**config.mk**
```make
export PLATFORM = sky130hd
export DESIGN_NAME = nibbler_prog_loader
export DESIGN_NICKNAME = d
export VERILOG_FILES = /design/src/rtl/nibbler_prog_loader.sv
export SDC_FILE = /design/constraint.sdc
export NUM_CORES = 1
export LEC_CHECK = 0
export ABC_AREA = 1
export CAP_MARGIN = 10
export CORE_ASPECT_RATIO = 0.75
export CORE_MARGIN = 2
export CORE_UTILIZATION = 42
export DETAILED_ROUTE_END_ITERATION = 6
export PLACE_DENSITY = 0.72
export RECOVER_POWER = 25
export SLEW_MARGIN = 20
export SYNTH_ARGS = -nofsm -noshare
export SYNTH_HDL_FRONTEND = slang
export SYNTH_SLANG_ARGS = --single-unit
```
**constraint.sdc**
```tcl
create_clock -name clk -period 1.5 [get_ports clk]
set_clock_uncertainty 0.05 [all_clocks]
set_input_delay 0.225 -clock clk [delete_from_list [all_inputs] [get_ports clk]]
set_output_delay 0.225 -clock clk [all_outputs]
set_load 0.02 [all_outputs]
```
**src/rtl/nibbler_prog_loader.sv**
```systemverilog
// Program loader for the NIBBLER core. It assembles high/low nibble pairs into
// instruction words and writes them to program memory while holding the core in reset.
module nibbler_prog_loader #(
  parameter int ADDR_W = 12,
  parameter int DATA_W = 8
) (
  input  logic              clk,
  input  logic              reset,
  input  logic              start,
  input  logic              in_valid,
  input  logic [3:0]        in_nibble,
  input  logic              in_last,
  output logic              in_ready,
  output logic              mem_we,
  output logic [ADDR_W-1:0] mem_addr,
  output logic [DATA_W-1:0] mem_wdata,
  output logic              cpu_hold,
  output logic              load_done,
  output logic              overflow,
  output logic [ADDR_W:0]   word_count
);

  localparam logic [2:0] IDLE  = 3'd0;
  localparam logic [2:0] HI    = 3'd1;
  localparam logic [2:0] LO    = 3'd2;
  localparam logic [2:0] WRITE = 3'd3;
  localparam logic [2:0] DONE  = 3'd4;

  localparam logic [ADDR_W-1:0] ADDR_MAX = '1;
  localparam logic [ADDR_W-1:0] ADDR_ONE = 1;
  localparam logic [ADDR_W:0]   CNT_ONE  = 1;

  logic [2:0]        state_q, state_d;
  logic [ADDR_W-1:0] addr_q, addr_d;
  logic [DATA_W-1:0] wdata_q, wdata_d;
  logic              last_q, last_d;
  logic [ADDR_W:0]   count_q, count_d;
  logic              ovf_q, ovf_d;
  logic              xfer;

  // Ready depends only on state so upstream never sees a combinational loop.
  assign in_ready = (state_q == HI) || (state_q == LO);
  assign xfer     = in_valid && in_ready;

  always_comb begin
    state_d = state_q;
    addr_d  = addr_q;
    wdata_d = wdata_q;
    last_d  = last_q;
    count_d = count_q;
    ovf_d   = ovf_q;
    case (state_q)
      IDLE, DONE: begin
        if (start) begin
          addr_d  = '0;
          count_d = '0;
          ovf_d   = 1'b0;
          state_d = HI;
        end
      end
      HI: begin
        if (xfer) begin
          wdata_d[DATA_W-1 -: 4] = in_nibble;
          state_d                = LO;
        end
      end
      LO: begin
        if (xfer) begin
          wdata_d[3:0] = in_nibble;
          last_d       = in_last;
          state_d      = WRITE;
        end
      end
      WRITE: begin
        count_d = count_q + CNT_ONE;
        if (last_q) begin
          state_d = DONE;
        end else if (addr_q == ADDR_MAX) begin
          // Address space exhausted: stop rather than wrap over word 0.
          ovf_d   = 1'b1;
          state_d = DONE;
        end else begin
          addr_d  = addr_q + ADDR_ONE;
          state_d = HI;
        end
      end
      default: state_d = IDLE;
    endcase
  end

  always_ff @(posedge clk or negedge reset) begin
    if (!reset) begin
      state_q <= IDLE;
      addr_q  <= '0;
      wdata_q <= '0;
      last_q  <= 1'b0;
      count_q <= '0;
      ovf_q   <= 1'b0;
    end else begin
      state_q <= state_d;
      addr_q  <= addr_d;
      wdata_q <= wdata_d;
      last_q  <= last_d;
      count_q <= count_d;
      ovf_q   <= ovf_d;
    end
  end

  assign mem_we     = (state_q == WRITE);
  assign cpu_hold   = (state_q != DONE);
  assign load_done  = (state_q == DONE);
  assign mem_addr   = addr_q;
  assign mem_wdata  = wdata_q;
  assign overflow   = ovf_q;
  assign word_count = count_q;

endmodule

```
==> results.py <==
metrics = {
    "setup_path": {
        "required_ps": 1630,
        "worstReg2RegEnd": "mem_addr[11]",
        "r2r_setup_slack_ps": -60,
        "crit_start": "state_q[1]",
        "regToRegStartpoint": "state_q[1]",
        "worstSetupPathType": "register to register",
        "critPathCaptureType": "register",
        "worstPathMaxFanout": 7,
        "crit_path_start_kind": "register",
        "ff2ff_path_depth": 9,
        "crit_arrival_ps": 1700,
        "crit_end": "mem_addr[11]",
    },
    "timing": {
        "rsz0062_at_grt": "yes",
        "fin_setup_tns_ps": -581.2,
        "layout_setup_ws_ps": -63.01,
        "report.final.hold_viol_count": 0,
        "drv_slew": 0,
        "max_freq_mhz": 639.8,
        "worst_slew_pin_slew_ps": 828.2,
        "period_share_pct": 104.2,
        "hold_ws_ps": 432.4,
        "maxSlewHeadroom_pct": 44.79,
        "finalSetupViolCount": 15,
        "post-route-min-period_ps": 1563,
    },
    "pwr": {
        "p_per_area_nw_per_um2": 1385,
        "p_leak_uw": 0.001581,
        "peakVddDrop_mv": 1.097,
    },
    "run_status": {
        "status": "finished, violations left",
        "violations": "negative setup slack",
    },
    "final_layout": {
        "final_nets": 368,
        "stdcell_count": 418,
        "post_route_cells_drive_above_1_share_pct": 24.02,
        "antenna_cells": 0,
        "area_growth_pct": 48.25,
        "utilization_pct": 63.69,
    },
    "place": {
        "hpwl_um": 3596,
        "numPortBuffers": 46,
        "dp_cells": 397,
        "pre_cts_ws_ps": -182.5,
        "place.gp.congestion": 0.8415,
    },
    "die": {
        "die_h_um": 64.79,
        "dieArea_um2": 5511,
        "num_rows": 22,
        "coreArea_um2": 4817,
        "io_pins": 47,
        "start_util_pct": 42.96,
        "die_x_um": 85.06,
    },
    "detailed_routing": {
        "postRouteAntennaNets": 0,
        "drcViolationCount": 0,
        "vias_per_cell": 5.091,
        "vias": 2128,
        "wire_per_inst_um": 13.21,
        "drt_wl_total_um": 5522,
        "drt_iter0_drc": 165,
        "firstDrtPassIters": 4,
    },
    "min_path": {
        "worstHoldPathType": "register to register",
    },
    "clocking": {
        "clk_latency_ps": 290,
        "cts_tree": "built",
        "clockBufferDepth": 2,
        "cts.sinks": 38,
        "cts_root_buf": "clkbuf_8",
        "clkTransAtPathRegs_ps": 80,
        "cts_buffers": 5,
        "htreeDepth": 2,
    },
    "synth": {
        "syn-instance-count": 275,
        "synth_area_per_cell_um2": 7.525,
        "ys_types": 30,
        "syn_area_um2": 2069,
        "synth_seq_area_share_pct": 45.95,
        "synth_nets": 286,
        "yosys_warnings": 0,
        "ys_seq_elements": 38,
    },
    "grt": {
        "antenna_found_initial": 0,
        "grt_pass1_wl_um": 8383,
        "grt_max_degree": 39,
        "grt_pass1_vias": 1840,
        "grt-ovfl-total": 0,
        "grt_use_total_pct": 18.94,
    },
    "job": {
        "cap_violations": 0,
    },
}
-- report_power, final --
part / internal, µW / total, µW / leakage, µW / switching (µW)
Sequential: 1210 / 1360 / 0.000501 / 149
Combinational: 771 / 1850 / 0.00101 / 1080
Clock: 666 / 1040 / 0.0000683 / 370
-- stage by stage --
| stage | area (µm²) | power, µW |
|---|---|---|
| final | 3068 | 4248 |
| after global routing | 3068 | 4491 |
| after CTS | 2863 | 3935 |
| after detailed placement | 2749 | 2958 |
| after global placement | 2749 | 2921 |
| after floorplan | 2095 | 2196 |
-- cells by family after synthesis --
kind of cell,synth area share [%]
AO/OA/AOI/OAI,9.190
AND/OR/NAND/NOR,32.53
XOR/XNOR,2.539
adder cells (fa/ha/maj),1.209
buffers and inverters,8.585
flip-flops,45.95
-- cell usage after synthesis --
cell / instances / area [µm²]
o31ai_1: 1 / 7.510
nor2_1: 31 / 116.4
o21ai_0: 22 / 110.1
clkinv_2: 1 / 5.000
o22ai_1: 2 / 12.51
nor2_4: 1 / 11.26
nand3b_1: 1 / 7.510
buf_4: 1 / 7.510
nand3_1: 27 / 135.1
a22o_1: 1 / 8.760
nand4_1: 8 / 50.05
nor2_2: 2 / 12.51
buf_2: 3 / 15.01
ha_1: 2 / 25.02
a21oi_1: 6 / 30.03
xor2_1: 5 / 43.79
nor3_1: 3 / 15.01
nand3_2: 1 / 10.01
inv_2: 2 / 7.510
nand2_2: 2 / 12.51
nand2_1: 73 / 274.0
xnor2_1: 1 / 8.760
buf_6: 1 / 11.26
a21o_1: 1 / 7.510
o21ai_2: 1 / 8.760
o21ai_1: 1 / 5.000
inv_1: 35 / 131.4
dfrtp_1: 38 / 950.9
nand3_4: 1 / 17.52
nand2_4: 1 / 11.26
-- layout by cell type (no fill, tap or decap), drive strengths merged, types with 2 or more instances in the layout --
cell type,instances
nand2,76
dfrtp,38
inv,38
buf,38
dlygate4sd2,34
nor2,34
nand3,29
o21ai,24
nand4,8
clkdlybuf4s50,7
a21oi,6
xor2,5
clkbuf,5
nor3,3
o22ai,2
bufinv,2
ha,2
-- state kept, by name, indices dropped and copies added (netlist names) --
register and flops:
last_q 1, mem_addr 12, state_q 3, word_count 13, overflow 1, mem_wdata 8
-- worst max-delay path, cell delays in order (launching register included) --
cell and delay (ps):
dfrtp_1 430, inv_2 80, nor2_4 170, nand2_4 90, inv_4 70, buf_12 120, nand3_4 140, buf_6 190
nand3_1 60, nand2_1 50
-- layer usage --
metal  vias up  track usage [%]  wire length [µm]
li1       1045                -                 -
met1      1014            26.35              2500
met2        62            29.30              2635
met3         7            4.204               334
met4         0            6.349                51
met5         -                0                 0
-- worst min-delay path by stage --
stage | start | to | slack, ps | cells past startpoint
2_1_floorplan | reset | last_q | -120 | 0
3_3_place_gp | reset | mem_addr[7] | 260 | 2
3_5_place_dp | reset | mem_addr[7] | 260 | 2
4_1_cts | mem_wdata[3] | mem_wdata[3] | 440 | 2
5_1_grt | mem_wdata[6] | mem_wdata[6] | 460 | 2
6_report | mem_wdata[3] | mem_wdata[3] | 430 | 2
-- area by class of cell --
class | instances | area [µm²]
fillers | 430 | 1749
multi-input cells | 194 | 1061
flip-flops and latches | 38 | 958.4
repair buffers | 80 | 690.7
inverters | 38 | 145.1
well taps | 60 | 75.07
clock buffers | 5 | 68.82
clock inverters | 3 | 68.82
-- timing repair --
action                                  in CTS  in global routing
cloned                                       0                  0
endpoints found under the hold margin       38                  0
setup buffers                                2                 10
hold buffers                                 1                  0
endpoints found under the setup margin      51                 29
pin swaps                                    1                 13
gates resized for setup                     55                 43
Note: power is estimated with default switching activity, not from simulation.
==> variant, RTL diff (same settings) <==
`ADDR_W`: 12 -> 11.
--- a/src/rtl/nibbler_prog_loader.sv
+++ b/src/rtl/nibbler_prog_loader.sv
@@ -1,7 +1,7 @@
 // Program loader for the NIBBLER core. It assembles high/low nibble pairs into
 // instruction words and writes them to program memory while holding the core in reset.
 module nibbler_prog_loader #(
-  parameter int ADDR_W = 12,
+  parameter int ADDR_W = 11,
   parameter int DATA_W = 8
 ) (
   input  logic              clk,
Interface: changed (resized mem_addr and word_count); port bits go from 47 to 45. The function was not compared with the original's and may differ.
==> variant against the unedited design <==
Power fell by 9.4%; utilization is 1.6 points lower; the run still ends with setup timing left; cell area is 9.1% lower; sequential share of layout area rose by 1.3 points; sequential cell count fell by 2; die area shrank 4.8%; setup slack better by 0.061 ns; wire length is 16% lower; area after synthesis shrank 5.1%; maximum frequency rose by 4.1%; largest power group unchanged.
==> variant: results (changes against the unedited design) <==
stage	metric	value	unit	change
run_status	status	finished, violations left		
drt	initial DRC count	123		-25%
placement	routability-driven placement congestion ratio	0.851		+1.1%
logic_synthesis	Area contributors post-synth	dfrtp_1 (46%), nand2_1 (13%), nand3_1 (5.9%), inv_1 (5.5%), nor2_1 (4.8%)		
placement	Setup WS pre-CTS	-0.131	ns	+0.0515 ns
global_route	largest net degree at the start of global routing	37		-5.1%
timing	setup TNS	-0.00162	ns	+0.580 ns
global_route	vias in the first global route	1624		-12%
logic_synthesis	Adder-Cell Fraction of Synth Area	0.0127		+0.000647
logic_synthesis	Synth Area in XOR/XNOR	0.0223		-0.00310
cells_and_area	clkbuf count	7		+2
setup_path	Worst R2R End	mem_addr[0]$_DFFE_PN0P_		
cells_and_area	comb_multi_in	175		-9.8%
logic_synthesis	Synth top cells by count	nand2_1 (68), dfrtp_1 (36), inv_1 (29)		
cells_and_area	Inverters	33		-13%
setup_path	Crit Path Max Fanout	3		-4
timing	max_slew headroom	0.399		-0.0488
cells_and_area	fraction of area in multi-input gates	0.352		+0.00573
pwr	maximum VDD drop	892	uV	-19%
logic_synthesis	Compound-Gate Fraction of Synth Area	0.0930		+0.00110
logic_synthesis	Synthesized Nets	260		-9.1%
setup_path	CP Launch Point	state_q[0]$_DFFE_PN0P_		
pwr	Seq group	1.32	mW	-3%
run_status	failing checks	setup timing		
cells_and_area	fraction of layout cells with a size suffix above 1	0.246		+0.00588
cells_and_area	Seq area share	0.325		+0.0127
cells_and_area	# nets final	331		-10%
setup_path	R2R Setup Slk	0.02	ns	+0.08 ns
drt	vias per cell	4.80		-5.7%
placement	port bufs	44		-4.3%
cells_and_area	Fill cells	400		-7.0%
global_route	first-pass GRT wire length	7.66	mm	-8.6%
logic_synthesis	register area share after synthesis	0.459		-0.000893
logic_synthesis	synthesized flop and latch total	36		-5.3%
pwr	Seq pwr share	0.342		+0.022
cells_and_area	max FFs per register	12		-1
cells_and_area	bufs w/o clock	69		-14%
global_route	gr usage total	0.181		-0.00873
timing	Final Setup Violations	1		-14
cts	setup bufs post-CTS	1		-1
cells_and_area	Clock-cell share	0.0291		-0.0157
placement	Placed Cells incl. Taps	360		-9.3%
timing	Final WS setup	-0.00162	ns	+0.0614 ns
-- variant: changes by cell type after synthesis, moves of 3 or more --
| cell | delta |
|---|---|
| o21ai_1 | +3 |
| nor3_1 | -3 |
| o21ai_0 | -11 |
| nand4_1 | -3 |
| nor2_1 | -6 |
| nand2_2 | +3 |
| nand3_1 | -4 |
| nand2_1 | -5 |
| inv_1 | -6 |
-- variant: critical path, cell delays in order (launching register included) --
cell	delay (ns)
dfrtp_1	0.41
nor2_2	0.16
inv_2	0.07
nor2_4	0.13
inv_2	0.04
buf_6	0.12
-- variant: metal layers --
layer / track usage / part of all wire / wire [um] / up-vias
li1: - / - / - / 934
met1: 0.256 / 0.48 / 2260 / 838
met3: 0.0511 / 0.047 / 220 / 6
met2: 0.271 / 0.46 / 2140 / 36
met5: 0 / 0 / 0 / -
met4: 0.0492 / 0.0099 / 46 / 0
-- variant: stage by stage --
step	instance area, um^2	utilization
3_3_place_gp	2580	0.573
2_1_floorplan	1970	-
5_1_grt	2790	0.621
6_report	2790	0.621
3_5_place_dp	2580	0.573
4_1_cts	2630	0.585
-- variant: how the worst min path moves through the flow --
stage | cells past startpoint | to | start
global placement | 2 | mem_wdata[2]$_DFFE_PN0P_ | mem_wdata[2]$_DFFE_PN0P_
global route | 2 | mem_wdata[4]$_DFFE_PN0P_ | mem_wdata[4]$_DFFE_PN0P_
CTS | 2 | state_q[0]$_DFFE_PN0P_ | reset
detailed placement | 2 | mem_wdata[1]$_DFFE_PN0P_ | mem_wdata[1]$_DFFE_PN0P_
finish | 2 | mem_wdata[2]$_DFFE_PN0P_ | mem_wdata[2]$_DFFE_PN0P_
floorplan | 0 | last_q$_DFFE_PN0P_ | reset
